File: src/rtl/fetch_unit.sv
// Instruction fetch unit: credit-limited memory requests feeding a prefetch FIFO,
// with redirect handling that drains and discards stale in-flight responses.
module fetch_unit #(
    parameter logic [31:0] RESET_PC = 32'h0000_0000,
    parameter int          DEPTH    = 4
) (
    input  logic        clk,
    input  logic        rst,
    input  logic        redirect,
    input  logic [31:0] redirect_pc,
    output logic        mem_req,
    output logic [31:0] mem_addr,
    input  logic        mem_gnt,
    input  logic        mem_rvalid,
    input  logic [31:0] mem_rdata,
    output logic        instr_valid,
    output logic [31:0] instr,
    output logic [31:0] instr_pc,
    input  logic        instr_ready
);

    localparam int PW = $clog2(DEPTH);
    localparam int CW = PW + 1;
    localparam logic [CW:0] DEPTH_C = (CW + 1)'(DEPTH);

    typedef enum logic {RUN, DRAIN} state_e;

    state_e        state_q, state_d;
    logic [31:0]   fetch_pc_q, fetch_pc_d;
    logic [CW-1:0] count_q, count_d;
    logic [CW-1:0] outst_q, outst_d;
    logic [CW-1:0] discard_q, discard_d;
    logic [PW-1:0] rd_ptr_q, rd_ptr_d;
    logic [PW-1:0] wr_ptr_q, wr_ptr_d;
    logic [31:0]   fifo_data [DEPTH];
    logic [31:0]   fifo_pc   [DEPTH];

    logic          grant, push, pop, resp_ok;
    logic [CW:0]   credit_used;
    logic [CW-1:0] remaining;
    logic [31:0]   resp_pc;
    logic [31:0]   redirect_aligned;

    assign mem_addr    = fetch_pc_q;
    assign instr_valid = (count_q != '0);
    assign instr       = fifo_data[rd_ptr_q];
    assign instr_pc    = fifo_pc[rd_ptr_q];

    // Requests since the last redirect are contiguous, so the oldest one in
    // flight sits exactly outst_q words behind fetch_pc.
    assign resp_pc          = fetch_pc_q - (32'(outst_q) << 2);
    assign redirect_aligned = redirect_pc & 32'hFFFF_FFFC;

    always_comb begin
        // NOTE: every signal driven here gets a default first so no path can infer a latch.
        state_d     = state_q;
        fetch_pc_d  = fetch_pc_q;
        outst_d     = outst_q;
        discard_d   = discard_q;
        count_d     = count_q;
        rd_ptr_d    = rd_ptr_q;
        wr_ptr_d    = wr_ptr_q;

        credit_used = {1'b0, count_q} + {1'b0, outst_q};
        resp_ok     = mem_rvalid && (outst_q != '0);
        mem_req     = rst && (state_q == RUN) && !redirect && (credit_used < DEPTH_C);
        grant       = mem_req && mem_gnt;
        push        = (state_q == RUN) && resp_ok && !redirect;
        pop         = instr_valid && instr_ready && !redirect;
        remaining   = outst_q - CW'(resp_ok);

        unique case (state_q)
            RUN: begin
                if (redirect) begin
                    fetch_pc_d = redirect_aligned;
                    outst_d    = '0;
                    if (remaining != '0) begin
                        discard_d = remaining;
                        state_d   = DRAIN;
                    end
                end else begin
                    if (grant) fetch_pc_d = fetch_pc_q + 32'd4;
                    outst_d = outst_q + CW'(grant) - CW'(resp_ok);
                end
            end
            DRAIN: begin
                if (redirect) fetch_pc_d = redirect_aligned;
                if (mem_rvalid && (discard_q != '0)) discard_d = discard_q - CW'(1);
                if (discard_d == '0) state_d = RUN;
            end
        endcase

        if (redirect) begin
            count_d  = '0;
            rd_ptr_d = '0;
            wr_ptr_d = '0;
        end else begin
            count_d  = count_q + CW'(push) - CW'(pop);
            rd_ptr_d = rd_ptr_q + PW'(pop);
            wr_ptr_d = wr_ptr_q + PW'(push);
        end
    end

    always_ff @(posedge clk or negedge rst) begin
        // NOTE: state registers use non-blocking assignments so every flop samples pre-edge values.
        if (!rst) begin
            state_q    <= RUN;
            fetch_pc_q <= RESET_PC;
            count_q    <= '0;
            outst_q    <= '0;
            discard_q  <= '0;
            rd_ptr_q   <= '0;
            wr_ptr_q   <= '0;
        end else begin
            state_q    <= state_d;
            fetch_pc_q <= fetch_pc_d;
            count_q    <= count_d;
            outst_q    <= outst_d;
            discard_q  <= discard_d;
            rd_ptr_q   <= rd_ptr_d;
            wr_ptr_q   <= wr_ptr_d;
        end
    end

    // NOTE: FIFO storage is deliberately not reset; count_q alone decides what is valid.
    always_ff @(posedge clk) begin
        if (push) begin
            fifo_data[wr_ptr_q] <= mem_rdata;
            fifo_pc[wr_ptr_q]   <= resp_pc;
        end
    end

endmodule

File: config.mk
export PLATFORM = sky130hd
export DESIGN_NAME = fetch_unit
export DESIGN_NICKNAME = d
export VERILOG_FILES = /design/src/rtl/fetch_unit.sv
export SDC_FILE = /design/constraint.sdc
export NUM_CORES = 1
export LEC_CHECK = 0
export ABC_AREA = 1
export BUFFER_PORTS_ARGS = -buffer_cell sky130_fd_sc_hd__buf_2
export CAP_MARGIN = 20
export CORE_MARGIN = 5
export CORE_UTILIZATION = 45
export CTS_CLUSTER_DIAMETER = 40
export DETAILED_ROUTE_END_ITERATION = 8
export PLACE_DENSITY = 0.64
export SLEW_MARGIN = 20
export SYNTH_ARGS = -nofsm -noshare
export SYNTH_HDL_FRONTEND = slang
export SYNTH_SLANG_ARGS = --single-unit
File: constraint.sdc
create_clock -name clk -period 7.5 [get_ports clk]
set_input_delay 0.375 -clock clk [delete_from_list [all_inputs] [get_ports clk]]
set_output_delay 0.375 -clock clk [all_outputs]
set_load 0.01 [all_outputs]
==> results.yml <==
run_status:
  outcome: "completed"
sta:
  shortest_clock_period_the_worst_path_allows_after_layout_ps: 3810
  setup_ws_ps: 3690
  hold_viol: 0
  report.final.setup_viol: 0
  finalCritPeriodShare: 0.509
  worst_slew_margin_rel: 0.342
  actual_transition_at_the_worst_max_transition_pin_ps: 987
  number_of_slew_limit_violations_in_the_final_report: 0
  timing.setup.tns_ps: 0
  max_freq_mhz: 262
  skew_ps: 15.5
  grt_setup_unrepaired: "no"
yosys:
  synth.avg_cell_area_sq_um: 10.4
  postSynthRegisterBits: 292
  netlist.area_leader.share: 0.563
  yosysSeqAreaShare: 0.646
  number_of_enable_flip_flop_cells_after_synthesis: 248
  synth_warnings: 0
  ys_async_sr_fraction: 0.151
  postSynthCellCount: 1267
  synth_area_leader_cell: "sky130_fd_sc_hd__edfxtp_1"
  leading_post_synthesis_cells_by_cell_area: "sky130_fd_sc_hd__edfxtp_1 (56%), sky130_fd_sc_hd__dfrtp_1 (8.3%), sky130_fd_sc_hd__nor2_1 (7.2%)"
  synthTopCellsByCount: "sky130_fd_sc_hd__nor2_1 (255), sky130_fd_sc_hd__edfxtp_1 (248), sky130_fd_sc_hd__nand2_1 (201), sky130_fd_sc_hd__o21ai_0 (151), sky130_fd_sc_hd__o22ai_1 (65)"
  synthesis.area_sq_um: 13200
  synthDistinctLibCells: 40
  ys_dominant_reg_cell: "sky130_fd_sc_hd__edfxtp_1"
  synth_most_common_cell: "sky130_fd_sc_hd__nor2_1"
finish:
  fin_nets: 1505
  final_layout_size_suffix_gt1_frac: 0.188
  area_delta_synth_final_pct: 18.2
  multiInputGateArea_sq_um: 4130
  area_occupied_by_registers_sq_um: 8550
  final_design_utilization: 0.542
  n_fill_cell: 2561
  antenna_cells_inserted: 0
detailed_routing:
  first_iter_violations: 664
  postRouteWirelength_um: 31600
  remaining_drc_errors: 0
  post_drt_via_cell_ratio: 5.29
  firstDrtPassIters: 5
  route.antenna.remaining_nets: 0
  route.vias.total: 9683
  routedWlPerCell_um: 17.3
cts:
  tritoncts_sink_count: 292
  cts_made_buffers: 40
  clock_path_buffers: 3
  clk_latency_ps: 530
  cts.clk_slew.worst_paths_ps: 50
  cts-htree-levels: 2
  root_buffer: "sky130_fd_sc_hd__clkbuf_16"
  clock_tree_from_tritoncts: "built"
global_routing:
  number_of_global_route_vias_before_repair: 9285
  gr-total-overflow: 0
  antenna_found_initial: 0
  first_pass_grt_wire_length_um: 49300
  track_usage: 0.185
  grt_max_degree: 67
setup_path:
  endpoint: "instr_pc[25]"
  cp-startpoint: "rd_ptr_q[0]$_DFF_PN0_"
  capture_instance_of_the_worst_register_to_register_path: "outst_q[2]$_DFFE_PN0N_"
  r2r-start: "outst_q[1]$_DFFE_PN0N_"
  reg2regPathDepth: 12
  timing.critical_path.to_type: "primary output"
  worstPathArrival_ps: 3440
  data_required_time_of_the_critical_path_ps: 7120
  criticalPathCategory: "reg -> out"
  worstPathMaxFanout: 63
  ff2ff_setup_slack_ps: 4840
  startpoint_type: "flip-flop"
floorplanning:
  core_area_sq_um: 28900
  floorplan.initialDensity: 0.459
  die_h_um: 181
  rows: 62
  dieWidth_um: 181
  design.portCount: 168
  area_of_the_die_sq_um: 32900
place:
  placement.io_buffers: 161
  globalplace.congestion: 0.882
  place_hpwl_um: 19200
  post-place-ws_ps: 4170
hold_path:
  hp-start: "mem_rdata[17]"
  worst_hold_path_type: "in -> reg"
job:
  cap_viol_max_count: 0
pwr:
  cellPowerDensity_nw_per_um2: 327
  power.static_leakage_nw: 5.97
  vdd.ir_drop.worst_v: 0.000191
state kept, by name, indices dropped and copies added, names as in the netlist:
name	flops
rd_ptr_q	2
outst_q	3
fifo_data	128
mem_addr	30
wr_ptr_q	2
fifo_pc	120
state_q	1
discard_q	3
count_q	3
cells by family after synthesis:
kind of cell    count (synthesis)  share of synthesized area
buf+inv                       133                     0.0444
xor+xnor                       27                     0.0179
flops                         292                      0.646
fa+ha+maj                      19                     0.0197
compound gates                237                     0.0972
other cells                     1                   0.000283
simple gates                  558                      0.174
metrics by stage:
stage               total power [mW]  area [sq um]  hold slack [ps]  std cells
global route                    5.39         15600             28.5       1829
CTS                             5.16         15600             31.7       1829
detailed placement              3.29         14300              515       1757
finish                          5.12         15600             52.2       1829
floorplan                       2.86         13200             79.4       1270
global placement                3.26         14300              511       1757
critical path, stage by stage, from the launching register on:
cell                       delay [ps]
sky130_fd_sc_hd__dfrtp_4          830
sky130_fd_sc_hd__clkinv_2         850
sky130_fd_sc_hd__buf_4            610
sky130_fd_sc_hd__o21ai_0          240
sky130_fd_sc_hd__o22ai_1          150
sky130_fd_sc_hd__buf_2            170
timing repair:
item                      CTS  global route
buffers inserted            0             0
hold endpoints to repair   44             0
hold buffers                1             0
gates resized for setup     0             0
power breakdown:
group	switching, mW	internal (mW)	leakage [nW]	total [mW]
Clock	0.725	1.14	0.632	1.86
Sequential	0.173	1.95	2.77	2.12
Combinational	0.756	0.376	2.57	1.13
Total	1.65	3.46	5.97	5.12
per-layer routing:
metal,track usage,up-vias,routed length (um)
li1,-,4694,-
met1,0.255,4593,14000
met2,0.300,343,14600
met3,0.0384,53,2300
met4,0.0567,0,746
met5,0,-,0
worst min-delay path by stage:
stage | endpoint | slack [ps] | cells past startpoint
6_report | fifo_data[1][17]$_DFFE_PP_ | 50 | 1
3_5_place_dp | mem_addr[28]$_DFFE_PN0P_ | 520 | 2
5_1_grt | fifo_data[3][15]$_DFFE_PP_ | 30 | 1
4_1_cts | fifo_data[3][17]$_DFFE_PP_ | 30 | 1
2_1_floorplan | count_q[0]$_DFF_PN0_ | 80 | 0
3_3_place_gp | mem_addr[30]$_DFFE_PN0P_ | 510 | 2
final cells by class:
| class | count | share of cell area |
|---|---|---|
| Inverter | 66 | 0.0169 |
| Tap cell | 384 | 0.0307 |
| Clock inverter | 29 | 0.0208 |
| Timing Repair Buffer | 171 | 0.0565 |
| Clock buffer | 42 | 0.0645 |
| Multi-Input combinational cell | 845 | 0.264 |
| Sequential cell | 292 | 0.547 |
layout by cell type (no fill, tap or decap), types with 3 or more instances in the layout:
cell type                    instances
sky130_fd_sc_hd__buf_4               9
sky130_fd_sc_hd__clkbuf_16          40
sky130_fd_sc_hd__or2_2               4
sky130_fd_sc_hd__o21ai_0           151
sky130_fd_sc_hd__fa_1                3
sky130_fd_sc_hd__o22ai_1            65
sky130_fd_sc_hd__ha_1               16
sky130_fd_sc_hd__buf_2             161
sky130_fd_sc_hd__clkinv_2            4
sky130_fd_sc_hd__a21oi_1            11
sky130_fd_sc_hd__conb_1              4
sky130_fd_sc_hd__clkinv_1            3
sky130_fd_sc_hd__nor2_2              8
sky130_fd_sc_hd__bufinv_16           4
sky130_fd_sc_hd__o211ai_1            3
sky130_fd_sc_hd__nand2_2             3
sky130_fd_sc_hd__nand3_1            57
sky130_fd_sc_hd__dfrtp_1            42
sky130_fd_sc_hd__xor2_1             23
sky130_fd_sc_hd__nor2_1            255
sky130_fd_sc_hd__inv_1              60
sky130_fd_sc_hd__xnor2_1             4
sky130_fd_sc_hd__edfxtp_1          248
sky130_fd_sc_hd__nand4_1             4
sky130_fd_sc_hd__nand2_1           201
sky130_fd_sc_hd__nor3_2              4
sky130_fd_sc_hd__nor3_1              8
sky130_fd_sc_hd__a31oi_1             3
sky130_fd_sc_hd__clkinvlp_4          7
sky130_fd_sc_hd__inv_6               7
sky130_fd_sc_hd__inv_2               3
sky130_fd_sc_hd__nand2_4             3
sky130_fd_sc_hd__nor2_4              4
No activity file was read; power rests on OpenSTA's default activity.
